<file path="config.mk">
export PLATFORM = sky130hd
export DESIGN_NAME = uart_rx_fifo_ctrl
export DESIGN_NICKNAME = d
export VERILOG_FILES = /design/src/rtl/uart_rx_fifo_ctrl.sv
export SDC_FILE = /design/constraint.sdc
export NUM_CORES = 1
export LEC_CHECK = 0
export ABC_AREA = 1
export CORE_ASPECT_RATIO = 2
export CORE_MARGIN = 2
export CORE_UTILIZATION = 60
export DETAILED_ROUTE_END_ITERATION = 10
export PLACE_DENSITY_LB_ADDON = 0.12
export SLEW_MARGIN = 10
export SYNTH_ARGS = -nofsm -noshare
export SYNTH_HDL_FRONTEND = slang
export SYNTH_SLANG_ARGS = --single-unit
</file>
<file path="constraint.sdc">
create_clock -name clk -period 3.3 [get_ports clk]
set_clock_uncertainty 0.2 [all_clocks]
set_input_delay 0.66 -clock clk [delete_from_list [all_inputs] [get_ports clk]]
set_output_delay 0.66 -clock clk [all_outputs]
set_load 0.005 [all_outputs]
</file>
<file path="src/rtl/uart_rx_fifo_ctrl.sv">
// rtl/uart_rx_fifo_ctrl.sv - 8N1 UART receiver with receive FIFO and bus register interface
module uart_rx_fifo_ctrl #(
    parameter int CLK_HZ      = 50_000_000,
    parameter int BAUD        = 115200,
    parameter int FIFO_DEPTH  = 16,
    parameter int SYNC_STAGES = 2
) (
    input  logic        clk,
    input  logic        reset,
    input  logic        uart_rx,
    input  logic        ren,
    input  logic [1:0]  address,
    output logic [31:0] data_out,
    output logic        rx_irq
);

    localparam int DIV  = (CLK_HZ + BAUD / 2) / BAUD;
    localparam int HALF = DIV / 2;
    localparam int CW   = $clog2(DIV + 1);
    localparam int AW   = $clog2(FIFO_DEPTH);
    localparam int NW   = AW + 1;

    typedef enum logic [2:0] {
        S_IDLE,
        S_START,
        S_DATA,
        S_STOP,
        S_WAIT_IDLE
    } state_t;

    state_t state_q, state_d;

    logic [SYNC_STAGES-1:0] sync_q;
    logic                   rxs;
    logic [CW-1:0]          cnt_q, cnt_d;
    logic [2:0]             idx_q, idx_d;
    logic [7:0]             shift_q, shift_d;
    logic                   push;
    logic                   frame_err_set;

    logic [7:0]             mem_q [FIFO_DEPTH];
    logic [AW-1:0]          wr_ptr_q, rd_ptr_q;
    logic [NW-1:0]          count_q, count_d;
    logic                   empty, full;
    logic                   push_ok, pop_ok, overrun_set;
    logic                   overrun_q, frame_err_q;
    logic                   ren_q;
    logic                   access, pop_req, status_clr;
    logic [7:0]             head_byte;

    assign rxs = sync_q[SYNC_STAGES-1];

    always_ff @(posedge clk) begin
        if (reset) begin
            sync_q <= '1;
        end else begin
            sync_q <= {sync_q[SYNC_STAGES-2:0], uart_rx};
        end
    end

    always_ff @(posedge clk) begin
        if (reset) begin
            state_q <= S_IDLE;
            cnt_q   <= '0;
            idx_q   <= '0;
            shift_q <= '0;
        end else begin
            state_q <= state_d;
            cnt_q   <= cnt_d;
            idx_q   <= idx_d;
            shift_q <= shift_d;
        end
    end

    always_comb begin
        state_d       = state_q;
        cnt_d         = cnt_q;
        idx_d         = idx_q;
        shift_d       = shift_q;
        push          = 1'b0;
        frame_err_set = 1'b0;
        case (state_q)
            S_IDLE: begin
                if (!rxs) begin
                    state_d = S_START;
                    cnt_d   = CW'(HALF - 1);
                end
            end
            S_START: begin
                if (cnt_q == '0) begin
                    if (!rxs) begin
                        state_d = S_DATA;
                        cnt_d   = CW'(DIV - 1);
                        idx_d   = '0;
                    end else begin
                        state_d = S_IDLE;
                    end
                end else begin
                    cnt_d = cnt_q - 1'b1;
                end
            end
            S_DATA: begin
                if (cnt_q == '0) begin
                    shift_d[idx_q] = rxs;
                    cnt_d          = CW'(DIV - 1);
                    if (idx_q == 3'd7) begin
                        state_d = S_STOP;
                    end else begin
                        idx_d = idx_q + 1'b1;
                    end
                end else begin
                    cnt_d = cnt_q - 1'b1;
                end
            end
            S_STOP: begin
                if (cnt_q == '0) begin
                    if (rxs) begin
                        push    = 1'b1;
                        state_d = S_IDLE;
                    end else begin
                        frame_err_set = 1'b1;
                        state_d       = S_WAIT_IDLE;
                    end
                end else begin
                    cnt_d = cnt_q - 1'b1;
                end
            end
            S_WAIT_IDLE: begin
                // A held-low line (break) must not spawn back-to-back frames.
                if (rxs) begin
                    state_d = S_IDLE;
                end
            end
            default: state_d = S_IDLE;
        endcase
    end

    always_ff @(posedge clk) begin
        if (reset) begin
            ren_q <= 1'b0;
        end else begin
            ren_q <= ren;
        end
    end

    assign access     = ren & ~ren_q;
    assign pop_req    = access & (address == 2'd0);
    assign status_clr = access & (address == 2'd1);

    assign empty       = (count_q == '0);
    assign full        = (count_q == NW'(FIFO_DEPTH));
    assign pop_ok      = pop_req & ~empty;
    // A pop in the same cycle frees the slot, so a push into a full FIFO still lands.
    assign push_ok     = push & (~full | pop_ok);
    assign overrun_set = push & full & ~pop_ok;

    always_comb begin
        count_d = count_q;
        case ({push_ok, pop_ok})
            2'b10:   count_d = count_q + 1'b1;
            2'b01:   count_d = count_q - 1'b1;
            default: count_d = count_q;
        endcase
    end

    always_ff @(posedge clk) begin
        if (push_ok) begin
            mem_q[wr_ptr_q] <= shift_q;
        end
    end

    always_ff @(posedge clk) begin
        if (reset) begin
            wr_ptr_q    <= '0;
            rd_ptr_q    <= '0;
            count_q     <= '0;
            overrun_q   <= 1'b0;
            frame_err_q <= 1'b0;
        end else begin
            if (push_ok) begin
                wr_ptr_q <= wr_ptr_q + 1'b1;
            end
            if (pop_ok) begin
                rd_ptr_q <= rd_ptr_q + 1'b1;
            end
            count_q     <= count_d;
            overrun_q   <= overrun_set | (overrun_q & ~status_clr);
            frame_err_q <= frame_err_set | (frame_err_q & ~status_clr);
        end
    end

    assign head_byte = empty ? 8'h00 : mem_q[rd_ptr_q];

    always_comb begin
        data_out = 32'h0;
        case (address)
            2'd0:    data_out = {23'b0, ~empty, head_byte};
            2'd1:    data_out = {28'b0, frame_err_q, overrun_q, full, ~empty};
            2'd2:    data_out = {{(32 - NW){1'b0}}, count_q};
            default: data_out = 32'h0;
        endcase
    end

    assign rx_irq = ~empty;

endmodule
</file>
Word level (Yosys, flattened, before mapping)
Memory sizes are Yosys's and may differ from the RTL's. A register that Yosys moved wholly into a read port is not among the register bits.
Index checks and enable logic that the tools add are counted.

storage, ports and cells
  memories = 1
  output and inout bits = 33
  input bits = 6
  flip-flop bits (word level) = 41
  logic and storage cells = 105
  bits in writable memories = 128

cells by class
  equal/unequal tests = 20
  multiplexer cells = 36
  $lt $le $gt $ge = 2
  bitwise logic cells = 17
  $add $sub $neg = 6
  reductions and logical operators = 12

memories
  memory  depth  bits a word  rd ports  clocked after Yosys merged registers in  write ports  line  RTL
  mem_q   16     8            1         1                                        1            41    logic [7:0] mem_q [FIFO_DEPTH];

operators with widths
  operator                                                             count
  9-bit 2-to-1 mux                                                     5
  9-bit one-hot mux with 4 select lines                                1
  3-bit 2-to-1 mux                                                     11
  9-bit one-hot mux with 3 select lines                                1
  2-bit inequality test (second input constant)                        9
  3-bit one-hot mux with 5 select lines                                1
  5-bit one-hot mux with 2 select lines                                1
  1-bit AND                                                            9
  9-bit zero test                                                      1
  1-bit 2-to-1 mux                                                     9
  9-bit by 1-bit subtractor with 9-bit output (second input constant)  1
  4-bit by 1-bit adder with 4-bit output (second input constant)       2
  8-bit bitwise mux                                                    1
  4-bit 2-to-1 mux                                                     2
  8-bit 2-to-1 mux                                                     1
  3-bit by 2-bit == test with 1-bit output (second input constant)     2
  3-bit == test (second input constant)                                2
  3-bit one-hot mux with 2 select lines                                1
  6-bit AND reduction                                                  1
  5-bit by 1-bit adder with 5-bit output (second input constant)       1
  5-bit == test (second input constant)                                1
  5-bit zero test                                                      1
  1-bit inverter                                                       5
  5-bit AND reduction                                                  1
  other kinds (18)                                                     23

Longest topological paths before layout
Gate-level depths: netlist (run 1).

  depth in word-level cells = 8
  depth in mapped cells = 19

Worst setup path after synthesis (run 1)
Ideal clock, no wire load.

  path kind = input to register
  start point = input port address[0]
  end point = register count_q[4]
  setup time = 0.115 ns
  data arrival time = 2.175 ns
  slack = 0.810 ns
  path buffers = 0
  cell stages on the path = 15
  path through = inv_1 nand2_1 nor2_1 nand2_2 inv_2 nand2_4 fa_1 inv_1 a21oi_1 o21bai_1 nand3_1 nand2_1 inv_1 a21oi_1 nor2_1

on the way
  cells in the longest elaborated chain, start to end = 7
  elaborated cells between the ends (all ways) = 9
  classes of those cells = 2 x eq/ne; 1 x mux; 4 x bitwise; 2 x reduce/logical

RTL lines
  item                                                                                line  RTL
  start, declared                                                                     12    input logic [1:0] address,
  2-bit zero test (*)                                                                 147   assign pop_req = access & (address == 2'd0);
  1-bit AND (*)                                                                       147
  1-bit AND (*)                                                                       152   assign pop_ok = pop_req & ~empty;
  1-bit OR                                                                            154   assign push_ok = push & (~full | pop_ok);
  1-bit AND                                                                           154
  2-bit by 1-bit == test with 1-bit output / 2-bit == test (equally long branches)    159   case ({push_ok, pop_ok})
  5-bit one-hot mux with 2 select lines / 2-bit nonzero test (equally long branches)  -
  end signal, assigned                                                                186   count_q <= count_d;
  end, declared                                                                       43    logic [NW-1:0] count_q, count_d;

Every way passes the cells marked *; elsewhere a longest branch is shown, timed or not.
A chain may end at the register's enable or synchronous reset.

==> reports/results.tsv, run 1 <==
metric	value	unit
status	finished clean	
initial antenna violation count	0	
GPL Wtd Cong	0.901	
DR vias/cell	6.01	
Residual DRC	0	
top-area cell type share of the netlist area	0.498	
Clk pwr share	0.369	
Row Count	58	
critical-path maximum fanout	13	
TritonRoute pass-1 iters	5	
Pleak	3.38	nW
Hold WS	0.212	ns
Crit path required time	2.44	ns
Max clock buf depth	2	
WL per Instance	19.9	um
GR Util met1	0.278	
Num CTS Buffers	17	
fmax	316	MHz
worst relative slew slack	0.493	
CP endpoint kind	primary output	
clk slew on worst S/H paths	0.07	ns
CP cell instances	buf_4, inv_6, buf_4, o21ai_0, o221ai_1, nand3_1, a21oi_1, clkdlybuf4s50_1	
DIE AREA	0.0139	mm^2
# clock sinks	173	
gr busiest metal	met2	
share of layout cells above drive strength 1	0.166	
unrepaired setup endpoints after global routing	false	
Min-Delay Path Class	reg2reg	
Crit path max-delay family	buffers and inverters	
area leader, netlist	edfxtp_1	
synthesis-to-layout area growth	17.1	%
most common cell after layout, fill and taps aside	edfxtp_1	
all-layer global routing usage	0.274	
Hold Vio Cnt, Final	0	
first-pass GRT wire length	28800	um
Crit Path Class	reg2out	
number of antenna-violating nets in the routed design	0	
DP Wirelength	11900	um
final worst slack	0.140	ns
ranking of synthesized cells by area	edfxtp_1, dfxtp_1, nor2_1, o21ai_0, nand2_1	
period utilisation layout	0.958	
Logic pwr share	0.182	
M3 GR Usage	0.0505	
max-slew violations	0	
die height	164	um
Yosys cell types	48	
Switch Pwr	0.00161	W
top_reg_cell synth	edfxtp_1	
number of fill cells	892	
H-tree depth reported by CTS	4	
maxcap violations	0	
Setup-failing EPs final	0	
Post-Syn Instances	730	
vias	5703	
max incr delay on CP	0.52	ns
Post-synth ARST share	0	
Arrival @ worst endpoint	2.30	ns
startpoint type of the worst setup path	register	
io pins	39	
hold buffers post-CTS	0	
Die Span X	84.2	um
Sw Ratio	0.290	
pin count of the biggest net entering global routing	36	
EDFF count, synth	128	
min Tclk post-route	3.16	ns
Worst Max-Slew Pin Slew	0.759	ns
Avg Inst Size Synth	10.6	um^2
critical path's most frequent cell	buf_4	
peak supply drop	0.564	mV
CP Buf/Inv Count	4	
total chip power	0.00557	W
1st-iter DRT viols	592	
Ys Warns	0	
fin util	0.721	
clock tree root buffer cell	clkbuf_16	
Slowest-stage cell, CP	clkdlybuf4s50_1	
Nets	805	
core area	0.0126	mm^2
GRT overflow	0	
clk_lat worst skew	0.42	ns
share of power burned in registers	0.449	
sequential-to-total area share from yosys stat	0.614	
Port Buffers	15	
CTS tree	done	
met2 Track Usage GR	0.518	
Mapped Area	0.00772	mm^2
diodes inserted	0	
pre-CTS worst setup slack	0.180	ns
internal power	0.00395	W
number of global-route vias before repair	5764	
Initial Utilization	0.615	
Synth Register Bits	173	
Setup TNS Final	0	ns
total length of routed wires	18900	um
pwr dens	615	mW/mm^2
most frequent cells in the layout	edfxtp_1, nor2_1, o21ai_0	
==> final timing paths <==
path              cells after the start  slack [ns]      start          end
setup / recovery                      8        0.14   register  data_out[5]
setup reg to reg                     17        0.54   cnt_q[0]   count_q[4]
hold / removal                        1        0.21  sync_q[0]    sync_q[1]
hold reg to reg                       1        0.21  sync_q[0]    sync_q[1]
==> metrics by stage <==
step | instances | instance area, um^2
6_report | 949 | 9050
2_1_floorplan | 752 | 7810
3_3_place_gp | 900 | 8120
4_1_cts | 935 | 8820
5_1_grt | 949 | 9050
3_5_place_dp | 900 | 8120
==> layer usage <==
metal	part of all wire	routed length [um]
met3	0.038	712
met2	0.57	10800
met5	0	0
met4	0.052	976
met1	0.34	6420
==> state kept, by name, indices dropped and copies added (netlist names), 2 cells and up, named ones only <==
name and flops:
mem_q 128, cnt_q 9, shift_q 8, count_q 5, rd_ptr_q 4, wr_ptr_q 4, idx_q 3, state_q 3
sync_q 2
==> power groups by stage <==
stage                     clock [W]  sequential (W)  combinational (W)
after floorplan                   0         0.00251           0.000791
after global placement            0         0.00253           0.000944
after global routing        0.00215         0.00251            0.00114
after detailed placement          0         0.00254           0.000982
final                       0.00206         0.00250            0.00101
after CTS                   0.00206         0.00250           0.000995
==> cells in the mapped netlist (2+ instances only) <==
library cell,count
inv_2,8
nand4_1,5
xor2_1,5
a22oi_1,2
edfxtp_1,128
buf_2,11
nor2_2,2
nand2_1,57
nand3_1,32
o22ai_1,4
nand2_2,4
nand2_4,4
a21oi_2,2
o211ai_1,11
a211oi_1,2
clkbuf_1,14
o21a_1,4
dfxtp_1,45
or2_2,2
nand3_2,4
o221ai_1,21
a21oi_1,34
o21ai_0,88
nor3_4,2
nor2_1,125
or2_1,2
ha_1,12
buf_4,25
nor3_1,5
inv_1,51
nor2_4,2
==> worst reg2reg max path: stages (launching register included) <==
cell	delay (ns)
dfxtp_1	0.33
inv_1	0.11
ha_1	0.20
inv_1	0.05
nor2_1	0.17
nand2_4	0.09
nor2_8	0.16
nand3_4	0.14
nand2_4	0.13
inv_1	0.08
ha_1	0.36
a21oi_1	0.09
o21bai_1	0.16
nand3_1	0.09
nand2_1	0.07
inv_1	0.05
a21oi_1	0.12
nor2_1	0.06
==> what timing repair did <==
action,4_1_cts,5_1_grt
buffers inserted,1,11
gates cloned,2,3
pin swaps,1,19
gates resized for setup,13,23
endpoints found under the setup margin,8,8
==> area by class of cell <==
class	count	area [um^2]	share of cell area
Multi-Input combinational cell	467	2580	0.285
Tap cell	150	188	0.0207
Clock buffer	17	425	0.0470
Timing Repair Buffer	64	653	0.0722
Inverter	61	248	0.0274
Sequential cell	173	4750	0.525
Timing Repair inverter	2	16.3	0.00180
Clock inverter	15	184	0.0203
==> kinds of logic after synthesis <==
| family | Yosys count | synth area share |
|---|---|---|
| compound gates | 174 | 0.135 |
| xor+xnor | 6 | 0.00680 |
| fa+ha+maj | 13 | 0.0220 |
| buf+inv | 112 | 0.0685 |
| flops | 173 | 0.614 |
| other cells | 1 | 0.000485 |
| simple gates | 251 | 0.153 |
Power figures use the tool's default switching activity.
==> inputs of run 2 (changes only) <==
- CORE_ASPECT_RATIO: 2 -> not set
==> run 2 against run 1 <==
  * First-iteration DRC count down 1.5%
  * Clock power about the same
  * Combinational power down 4%
  * Utilization down 1.2 points
  * Global-route usage down 1.7 points
  * Setup slack worse by 0.099 ns
  * Sequential power about the same
  * Total power down 0.91%
  * Via count down 3.9%
==> reports/results.tsv, run 2 (synthesized netlist as in run 1, its figures left out) <==
metric	value	unit	change
CP cell instances	inv_6, buf_12, buf_6, o21ai_0, o221ai_2, nand3_1, a21oi_1, clkdlybuf4s50_1		was buf_4, inv_6, buf_4, o21ai_0, o221ai_1, nand3_1, a21oi_1, clkdlybuf4s50_1
final worst slack	0.0405	ns	was 0.140 ns
Residual DRC	0		unchanged
worst relative slew slack	0.533		was 0.493
Pleak	3.25	nW	was 3.38 nW
DR vias/cell	5.74		was 6.01
pin count of the biggest net entering global routing	40		was 36
min Tclk post-route	3.26	ns	was 3.16 ns
startpoint type of the worst setup path	register		unchanged
flip-flop count of the largest register after layout	128		unchanged
first-pass GRT wire length	27200	um	was 28800 um
pre-CTS worst setup slack	0.109	ns	was 0.180 ns
fin util	0.709		was 0.721
total length of routed wires	17700	um	was 18900 um
maxcap violations	0		unchanged
Crit path required time	2.44	ns	about the same
# clock sinks	173		unchanged
vias	5483		was 5703
Worst Max-Slew Pin Slew	0.700	ns	was 0.759 ns
Nets	789		was 805
Min-Delay Path Class	reg2reg		unchanged
Max Used Layer	met4		unchanged
Num CTS Buffers	17		unchanged
Logic pwr share	0.175		was 0.182
critical-path maximum fanout	12		was 13
DIE AREA	0.0138	mm^2	was 0.0139 mm^2
Arrival @ worst endpoint	2.40	ns	was 2.30 ns
CP Buf/Inv Count	4		unchanged
most frequent cells in the layout	edfxtp_1, nor2_1, o21ai_0		unchanged
clk_lat worst skew	0.42	ns	about the same
clk slew on worst S/H paths	0.06	ns	was 0.07 ns
clock tree root buffer cell	clkbuf_16		unchanged
peak supply drop	0.439	mV	was 0.564 mV
max incr delay on CP	0.51	ns	was 0.52 ns
DP Wirelength	10800	um	was 11900 um
WL per Instance	18.5	um	was 19.9 um
Hold Vio Cnt, Final	0		unchanged
Clk pwr share	0.372		was 0.369
wire length on met3	1040	um	was 712 um
M1 wire length	7410	um	was 6420 um
pwr dens	617	mW/mm^2	was 615 mW/mm^2
Reg with most FFs	mem_q		unchanged
Sw Ratio	0.275		was 0.290
CTS tree	done		unchanged
Setup-failing EPs final	0		unchanged
share of power burned in registers	0.453		was 0.449
Row Count	41		was 58
routed wl met2	8610	um	was 10800 um
Initial Utilization	0.612		was 0.615
GRT overflow	0		unchanged
status	finished clean		unchanged
internal power	0.00400	W	was 0.00395 W
die height	117	um	was 164 um
Port Buffers	15		unchanged
initial antenna violation count	0		unchanged
Switch Pwr	0.00152	W	was 0.00161 W
1st-iter DRT viols	583		was 592
number of antenna-violating nets in the routed design	0		unchanged
TritonRoute pass-1 iters	5		unchanged
all-layer global routing usage	0.257		was 0.274
Crit path max-delay family	buffers and inverters		unchanged
diodes inserted	0		unchanged
max-slew violations	0		unchanged
hold buffers post-CTS	0		unchanged
most common cell after layout, fill and taps aside	edfxtp_1		unchanged
io pins	39		unchanged
core area	0.0126	mm^2	about the same
number of global-route vias before repair	5156		was 5764
fmax	307	MHz	was 316 MHz
CP endpoint kind	primary output		unchanged
Slowest-stage cell, CP	clkdlybuf4s50_1		unchanged
synthesis-to-layout area growth	15.8	%	was 17.1%
top flop regs	mem_q x128, cnt_q x9, shift_q x8		unchanged
H-tree depth reported by CTS	4		unchanged
Die Span X	117	um	was 84.2 um
Max clock buf depth	2		unchanged
period utilisation layout	0.988		was 0.958
share of layout cells above drive strength 1	0.137		was 0.166
Crit Path Class	reg2out		unchanged
GPL Wtd Cong	0.834		was 0.901
## run 2: changes by cell type in the layout (fill, tap and decap cells not counted), moves of 2 or more
cell	before	now
clkdlybuf4s50_1	9	12
o21ai_0	86	84
nand3_2	7	4
nand3_1	29	32
clkinv_2	4	2
buf_4	39	24
dlymetal6s2s_1	6	3
clkinv_1	1	4
o21ai_1	3	5
inv_6	5	1
clkbuf_1	0	2
## run 2: what timing repair did
item                       CTS  global route
buffers inserted             0             4
pin swaps                    3            10
setup endpoints to repair    7             8
cloned                       2             3
resized for setup            5            25
## run 2: worst register-to-register path, cell delays in order (launching register included)
cell,delay [ns]
dfxtp_1,0.32
inv_1,0.12
ha_1,0.19
inv_1,0.04
nor2_1,0.15
nand2_4,0.09
nor2_8,0.14
nand3_4,0.13
nand2_4,0.13
inv_1,0.08
ha_1,0.35
a21oi_1,0.10
o21bai_1,0.18
inv_1,0.07
nand2_1,0.06
nand2_1,0.05
inv_1,0.06
nand3_1,0.06
nand2_1,0.06
nor2_1,0.04
## run 2: layout make-up
| type | instances | area, um^2 |
|---|---|---|
| tap | 172 | 215 |
| timing repair buffer | 50 | 574 |
| clock inverter | 13 | 173 |
| sequential | 173 | 4750 |
| fill | 926 | 3670 |
| multi-input combinational | 467 | 2550 |
| inverter | 61 | 243 |
| clock buffer | 19 | 433 |
## run 2: metrics by stage
stage	cell area, um^2	hold WS, ns	TNS [ns]	power [W]	instances
2_1_floorplan	7810	0.189	0	0.00331	752
4_1_cts	8780	0.215	-0.0462	0.00552	948
3_5_place_dp	8100	0.198	0	0.00349	914
3_3_place_gp	8100	0.194	0	0.00346	914
6_report	8940	0.212	0	0.00552	955
5_1_grt	8940	0.223	-0.0519	0.00575	955
## run 2: power groups by stage
stage | logic [W] | clock network (W) | registers (W)
after floorplan | 0.000791 | 0 | 0.00251
after global placement | 0.000925 | 0 | 0.00254
after detailed placement | 0.000949 | 0 | 0.00254
after CTS | 0.000959 | 0.00206 | 0.00250
after global routing | 0.00109 | 0.00215 | 0.00251
final | 0.000968 | 0.00205 | 0.00250
## run 2: worst paths after layout
check / to / startpoint / depth (start not counted) / slack [ns]
worst max-delay path: data_out[6] / register / 8 / 0.04
worst max register to register: count_q[4] / cnt_q[0] / 19 / 0.56
worst min register to register: sync_q[1] / sync_q[0] / 1 / 0.21
worst min-delay path: sync_q[1] / sync_q[0] / 1 / 0.21
## run 2: routing by layer
| layer | global-route usage | vias to the layer above |
|---|---|---|
| met5 | 0 | - |
| met4 | 0.122 | 0 |
| met3 | 0.0441 | 33 |
| met2 | 0.423 | 187 |
| met1 | 0.334 | 2656 |
| li1 | - | 2607 |
==> inputs of run 3 (changes only) <==
- SLEW_MARGIN: 10 -> not set
==> results of run 3 <==
The final DEF is identical to that of run 2; final timing and power are the same.
